[config.mk]
export PLATFORM = sky130hd
export DESIGN_NAME = apb_req_bridge
export DESIGN_NICKNAME = d
export VERILOG_FILES = /design/src/rtl/apb_pkg.sv /design/src/rtl/apb_timeout_cnt.sv /design/src/rtl/apb_req_bridge.sv
export SDC_FILE = /design/constraint.sdc
export NUM_CORES = 1
export LEC_CHECK = 0
export CORE_MARGIN = 8
export CORE_UTILIZATION = 25
export DETAILED_ROUTE_END_ITERATION = 8
export MAX_ROUTING_LAYER = met4
export PLACE_DENSITY = 0.47
export SLEW_MARGIN = 20
export SYNTH_ARGS = -nofsm -noshare
export SYNTH_HDL_FRONTEND = slang
export SYNTH_HIERARCHICAL = 1
export SYNTH_SLANG_ARGS = --single-unit
export TNS_END_PERCENT = 50
[constraint.sdc]
create_clock -name clk -period 2.8 [get_ports clk]
set_input_delay 0.56 -clock clk [delete_from_list [all_inputs] [get_ports clk]]
set_output_delay 0.56 -clock clk [all_outputs]
set_load 0.01 [all_outputs]
[src/rtl/apb_pkg.sv]
// Shared APB definitions: FSM state encoding, bus widths, request/response payloads.
// Used by the request bridge, the delay stage and the APB slaves.
package apb_pkg;

    localparam int unsigned APB_DATA_W = 32;
    localparam int unsigned APB_STRB_W = 4;
    localparam int unsigned APB_PROT_W = 3;
    localparam int unsigned APB_CNT_W  = 16;

    localparam logic [APB_PROT_W-1:0] PROT_DEFAULT = 3'b000;

    typedef enum logic [1:0] {
        ST_IDLE   = 2'd0,
        ST_SETUP  = 2'd1,
        ST_ACCESS = 2'd2,
        ST_RESP   = 2'd3
    } apb_state_e;

    // Registered request attributes, held for the whole APB transfer
    typedef struct packed {
        logic                  write;
        logic [APB_PROT_W-1:0] prot;
        logic [APB_DATA_W-1:0] wdata;
        logic [APB_STRB_W-1:0] strb;
    } apb_ctrl_t;

    // Response returned upstream
    typedef struct packed {
        logic [APB_DATA_W-1:0] rdata;
        logic                  err;
    } apb_resp_t;

    // Strobes only carry meaning for writes; reads present all-zero strobes
    function automatic logic [APB_STRB_W-1:0] strb_for(input logic                  write,
                                                       input logic [APB_STRB_W-1:0] wstrb);
        return write ? wstrb : '0;
    endfunction

endpackage : apb_pkg

[src/rtl/apb_timeout_cnt.sv]
// ACCESS-phase watchdog counter.
// Ports: clk/rst_n; clear zeroes the count; enable increments it;
//        limit is the number of ACCESS cycles allowed; expired_c is high while
//        the count sits on the last permitted cycle (limit-1).
module apb_timeout_cnt
    import apb_pkg::*;
(
    input  logic                 clk,
    input  logic                 rst_n,
    input  logic                 clear,
    input  logic                 enable,
    input  logic [APB_CNT_W-1:0] limit,
    output logic                 expired_c
);

    logic [APB_CNT_W-1:0] cnt_q;
    logic [APB_CNT_W-1:0] cnt_d;

    // Clear has priority so a fresh ACCESS phase always starts from zero
    always_comb begin
        cnt_d = cnt_q;
        if (clear) begin
            cnt_d = '0;
        end else if (enable) begin
            cnt_d = cnt_q + APB_CNT_W'(1);
        end
    end

    always_ff @(posedge clk or negedge rst_n) begin
        if (!rst_n) begin
            cnt_q <= '0;
        end else begin
            cnt_q <= cnt_d;
        end
    end

    assign expired_c = (cnt_q == (limit - APB_CNT_W'(1)));

endmodule : apb_timeout_cnt

[src/rtl/apb_req_bridge.sv]
// Converts a valid/ready request/response interface into single APB transfers.
// Ports:
//   clk, rst_n                      clock, async active-low reset
//   req_*                           upstream request (valid/ready handshake)
//   resp_*                          upstream response (valid/ready handshake)
//   apb_paddr..apb_pstrb            registered APB request fields
//   apb_psel, apb_penable           APB phase controls
//   apb_pready/prdata/pslverr       APB completion from downstream
// Transfers that see no pready within TIMEOUT_CYCLES ACCESS cycles are aborted
// and answered with resp_err=1 and zero data.
module apb_req_bridge
    import apb_pkg::*;
#(
    parameter int unsigned TIMEOUT_CYCLES = 256,
    parameter int unsigned ADDR_W         = 32
) (
    input  logic                  clk,
    input  logic                  rst_n,

    input  logic                  req_valid,
    output logic                  req_ready,
    input  logic [ADDR_W-1:0]     req_addr,
    input  logic                  req_write,
    input  logic [APB_DATA_W-1:0] req_wdata,
    input  logic [APB_STRB_W-1:0] req_wstrb,
    input  logic [APB_PROT_W-1:0] req_prot,

    output logic                  resp_valid,
    input  logic                  resp_ready,
    output logic [APB_DATA_W-1:0] resp_rdata,
    output logic                  resp_err,

    output logic [ADDR_W-1:0]     apb_paddr,
    output logic [APB_PROT_W-1:0] apb_pprot,
    output logic                  apb_pwrite,
    output logic [APB_DATA_W-1:0] apb_pwdata,
    output logic [APB_STRB_W-1:0] apb_pstrb,
    output logic                  apb_psel,
    output logic                  apb_penable,
    input  logic                  apb_pready,
    input  logic [APB_DATA_W-1:0] apb_prdata,
    input  logic                  apb_pslverr
);

    localparam logic [APB_CNT_W-1:0] TO_LIMIT = APB_CNT_W'(TIMEOUT_CYCLES);
    localparam apb_ctrl_t CTRL_RST = '{write: 1'b0, prot: PROT_DEFAULT,
                                       wdata: '0, strb: '0};

    apb_state_e          state_q, state_d;
    logic                req_ready_q, req_ready_d;
    logic                psel_q, psel_d;
    logic                penable_q, penable_d;
    logic                resp_valid_q, resp_valid_d;
    logic [ADDR_W-1:0]   paddr_q, paddr_d;
    apb_ctrl_t           ctrl_q, ctrl_d;
    apb_resp_t           resp_q, resp_d;

    logic                to_clear_c;
    logic                to_enable_c;
    logic                to_expired_c;

    // The counter is zeroed during SETUP so it reads 0 on the first ACCESS cycle
    assign to_clear_c  = (state_q == ST_SETUP);
    assign to_enable_c = (state_q == ST_ACCESS) && !apb_pready;

    apb_timeout_cnt u_timeout_cnt (
        .clk       (clk),
        .rst_n     (rst_n),
        .clear     (to_clear_c),
        .enable    (to_enable_c),
        .limit     (TO_LIMIT),
        .expired_c (to_expired_c)
    );

    // Next-state, datapath capture and registered-output decode
    always_comb begin
        state_d = state_q;
        paddr_d = paddr_q;
        ctrl_d  = ctrl_q;
        resp_d  = resp_q;

        case (state_q)
            ST_IDLE: begin
                if (req_valid && req_ready_q) begin
                    state_d      = ST_SETUP;
                    paddr_d      = req_addr;
                    ctrl_d.write = req_write;
                    ctrl_d.prot  = req_prot;
                    ctrl_d.wdata = req_wdata;
                    ctrl_d.strb  = strb_for(req_write, req_wstrb);
                end
            end
            ST_SETUP: begin
                state_d = ST_ACCESS;
            end
            ST_ACCESS: begin
                // A completing slave beats the watchdog in the same cycle
                if (apb_pready) begin
                    resp_d.rdata = ctrl_q.write ? '0 : apb_prdata;
                    resp_d.err   = apb_pslverr;
                    state_d      = ST_RESP;
                end else if (to_expired_c) begin
                    resp_d.rdata = '0;
                    resp_d.err   = 1'b1;
                    state_d      = ST_RESP;
                end
            end
            ST_RESP: begin
                if (resp_ready) begin
                    state_d = ST_IDLE;
                end
            end
            default: begin
                state_d = ST_IDLE;
            end
        endcase

        // Outputs are decoded from the next state so they are flop-driven
        req_ready_d  = (state_d == ST_IDLE);
        psel_d       = (state_d == ST_SETUP) || (state_d == ST_ACCESS);
        penable_d    = (state_d == ST_ACCESS);
        resp_valid_d = (state_d == ST_RESP);
    end

    always_ff @(posedge clk or negedge rst_n) begin
        if (!rst_n) begin
            state_q      <= ST_IDLE;
            req_ready_q  <= 1'b1;
            psel_q       <= 1'b0;
            penable_q    <= 1'b0;
            resp_valid_q <= 1'b0;
            paddr_q      <= '0;
            ctrl_q       <= CTRL_RST;
            resp_q       <= '0;
        end else begin
            state_q      <= state_d;
            req_ready_q  <= req_ready_d;
            psel_q       <= psel_d;
            penable_q    <= penable_d;
            resp_valid_q <= resp_valid_d;
            paddr_q      <= paddr_d;
            ctrl_q       <= ctrl_d;
            resp_q       <= resp_d;
        end
    end

    assign req_ready   = req_ready_q;
    assign resp_valid  = resp_valid_q;
    assign resp_rdata  = resp_q.rdata;
    assign resp_err    = resp_q.err;
    assign apb_paddr   = paddr_q;
    assign apb_pprot   = ctrl_q.prot;
    assign apb_pwrite  = ctrl_q.write;
    assign apb_pwdata  = ctrl_q.wdata;
    assign apb_pstrb   = ctrl_q.strb;
    assign apb_psel    = psel_q;
    assign apb_penable = penable_q;

endmodule : apb_req_bridge

==> qor.txt, run 1 <==
status = finished, final reports clean
setup TNS = 0 ps
max incr delay on CP = 410 ps
final hold vios = 0
first-pass GRT wire length = 28.5 mm
CP bufs+invs = 0
Syn. warnings = 6
Post-CTS Hold Fix Bufs = 0
via count = 4765
Initial Util = 0.254
DP Worst Slack = 138 ps
Detail Placement HPWL = 13.6 mm
met3 Usage GRT = 0.0438
final instance area = 9230 µm²
Slew @ Worst Pin = 631 ps
slowest stage cell, crit path = dfrtp_2
CP dominant cell by count = or3_1
met1 Use GR = 0.164
DR pass1 iterations = 4
WS Path Type = register to register
worst-path fanout max = 5
number of max-cap violations = 0
Synth Instances = 511
Total GRT Usage = 0.130
Die Span Y = 170 µm
Async SR Flop Fraction = 1.00
htree depth = 4
routed vias/inst = 4.33
Post-synth EDFFs = 0
Slew Limit Headroom = 0.580
drt drc = 0
RSZ-0062 raised after global routing = no
gpl congestion = 0.788
Seq cells post-synth = 127
initial antenna violation count = 0
CTS resizes = 0
dominant synthesized flop cell = dfrtp_1
n_diodes = 0
fillers = 2310
Layout area overhead = 54.8%
Placed Cells incl. Taps = 1069
most common cell after layout, fill and taps aside = clkdlybuf4s50_1
dpl cell area = 8640 µm²
clock root cell = clkbuf_16
Pwr per Cell Area = 989 nW/µm²
Final Non-Filler Cells = 1100
final setup margin = 274 ps
Crit path max-delay family = simple AND/OR/NAND/NOR gates
crit path DAT = 2810 ps
CTS tree = built
clk_skew = 9.32 ps
maximum vdd drop = 370 µV
DRT antenna net count = 0
Core Box Area = 23500 µm²
Worst setup SP type = register
most frequent cells in the layout = 217 x clkdlybuf4s50_1, 125 x dfrtp_1, 49 x nand2_1, 49 x conb_1, 38 x o21ai_0
drt wl/cell = 16.7 µm
GRT busiest layer = met2
Mapped Avg Cell Area = 11.7 µm²
Pins Over Slew Limit = 0
sequential area share after synthesis = 0.533
Worst-path clk slew = 60 ps
port bufs = 218
latest clock arrival within the worst-skew pair = 410 ps
pin count of the biggest net entering global routing = 77
clock tree buffer depth = 2
Crit. End Element = register
std cell rows = 56
synthesized area = 5960 µm²
Total Die Area = 29000 µm²
Final nets = 884
utilization after layout = 0.393
Post-CTS Setup Repair Bufs = 0
min Tclk post-route = 2530 ps
TritonCTS Buffers = 17
ratio of final minimum period to clock period = 0.902
Final setup viols = 0
number of global-route vias before repair = 5013
Leak = 4.00 nW
clock sink total = 127
met2 usage = 0.197
FMAX = 396 MHz
Worst EP required = 3080 ps
Critical Path, Cell by Cell = xnor2_1 -> or3_1 -> a2111oi_2 -> nand4_1 -> nor4b_4 -> nor2_4 -> nor2_1 -> or3_1 -> ha_1
DIE WIDTH = 170 µm
GRT Residual Overflow = 0
1st-iter DRT viols = 298
HP Class = input pin to asynchronous set/reset pin
Routed WL = 18.3 mm
Yosys cell types = 54
io pins = 219
fraction of layout cells with a size suffix above 1 = 0.154
==> layout make-up <==
type / instances / area (µm²) / share of cell area
timing repair buffer: 230 / 2300 / 0.249
clock buffer: 18 / 429 / 0.0465
clock inverter: 13 / 143 / 0.0155
inverter: 10 / 37.5 / 0.00407
tap: 319 / 399 / 0.0433
sequential: 127 / 3180 / 0.345
multi-input combinational: 383 / 2740 / 0.297
==> cells by family after synthesis <==
logic type,count (synthesis),synth area share
other,2,0.00126
multiplexers,70,0.151
buffers and inverters,48,0.0405
AO/OA/AOI/OAI,93,0.103
AND/OR/NAND/NOR,136,0.117
XOR/XNOR,30,0.0441
flip-flops,127,0.533
adder cells (fa/ha/maj),5,0.0105
==> worst register-to-register path, delay by kind of cell, from the launching register on <==
family | cells | cell delay [ps]
xor+xnor | 1 | 90
fa+ha+maj | 1 | 230
simple gates | 6 | 1300
compound gates | 1 | 370
flops | 1 | 410
==> routing by layer <==
layer  up-vias  share of wire
met5         -              0
met4         0          0.013
met3        19          0.074
met2       162           0.46
met1      2308           0.45
li1       2276              -
==> synth_stat cells (3+ instances only) <==
cell	number	share of area
a21oi_1	3	0.0025
and3_1	5	0.0052
buf_2	7	0.0059
buf_6	7	0.013
clkbuf_1	23	0.014
dfrtp_1	126	0.53
ha_1	5	0.010
inv_1	10	0.0063
mux2_2	36	0.068
mux2_4	30	0.076
nand2_1	49	0.031
nand3_1	6	0.0050
nand4_1	8	0.0084
nor2_1	26	0.016
nor2b_1	4	0.0042
nor3_1	8	0.0067
nor4_1	8	0.0084
o21ai_0	38	0.032
o21ai_1	3	0.0025
o31ai_1	33	0.042
or3_1	7	0.0073
xnor2_1	19	0.028
xor2_1	11	0.016
==> metrics by stage <==
stage	hold WS, ps	power [mW]
after global placement	475	7.00
after floorplan	264	4.79
after detailed placement	478	7.06
final	162	9.12
after CTS	189	9.29
after global routing	197	9.71
==> state kept, by name, summed over array words and instances (netlist names) <==
signal               count
apb_paddr               32
apb_penable              1
apb_pprot                3
apb_psel                 1
apb_pstrb                4
apb_pwdata              32
apb_pwrite               1
req_ready                1
resp_err                 1
resp_rdata              32
resp_valid               1
state_q                  2
u_timeout_cnt/cnt_q     16
==> power by group <==
part / switching [mW] / internal [mW] / total (mW)
clock: 0.836 / 1.31 / 2.14
combinational: 1.57 / 2.25 / 3.82
sequential: 0.495 / 2.67 / 3.16
total: 2.90 / 6.22 / 9.12
==> worst paths after layout <==
kind                                   startpoint      endpoint  slack [ps]  cells after the start
max                        u_timeout_cnt/cnt_q[7]      apb_psel         270                      9
min                                         rst_n  apb_pstrb[2]         160                      1
max reg2reg                u_timeout_cnt/cnt_q[7]      apb_psel         270                      9
min reg2reg                          apb_pstrb[3]  apb_pstrb[3]         490                      2
max in group asynchronous                   rst_n     req_ready        1880                      2
min in group clk                     apb_pstrb[3]  apb_pstrb[3]         490                      2
Power figures use the tool's default switching activity.
==> run 2, diff against run 1 <==
--- a/config.mk
+++ b/config.mk
@@ -10,7 +10,7 @@
 export DETAILED_ROUTE_END_ITERATION = 8
 export MAX_ROUTING_LAYER = met4
 export PLACE_DENSITY = 0.47
-export SLEW_MARGIN = 20
+export SLEW_MARGIN = 40
 export SYNTH_ARGS = -nofsm -noshare
 export SYNTH_HDL_FRONTEND = slang
 export SYNTH_HIERARCHICAL = 1
==> results of run 2 <==
Same layout as run 1: the final DEF is identical, and so are final timing and power.
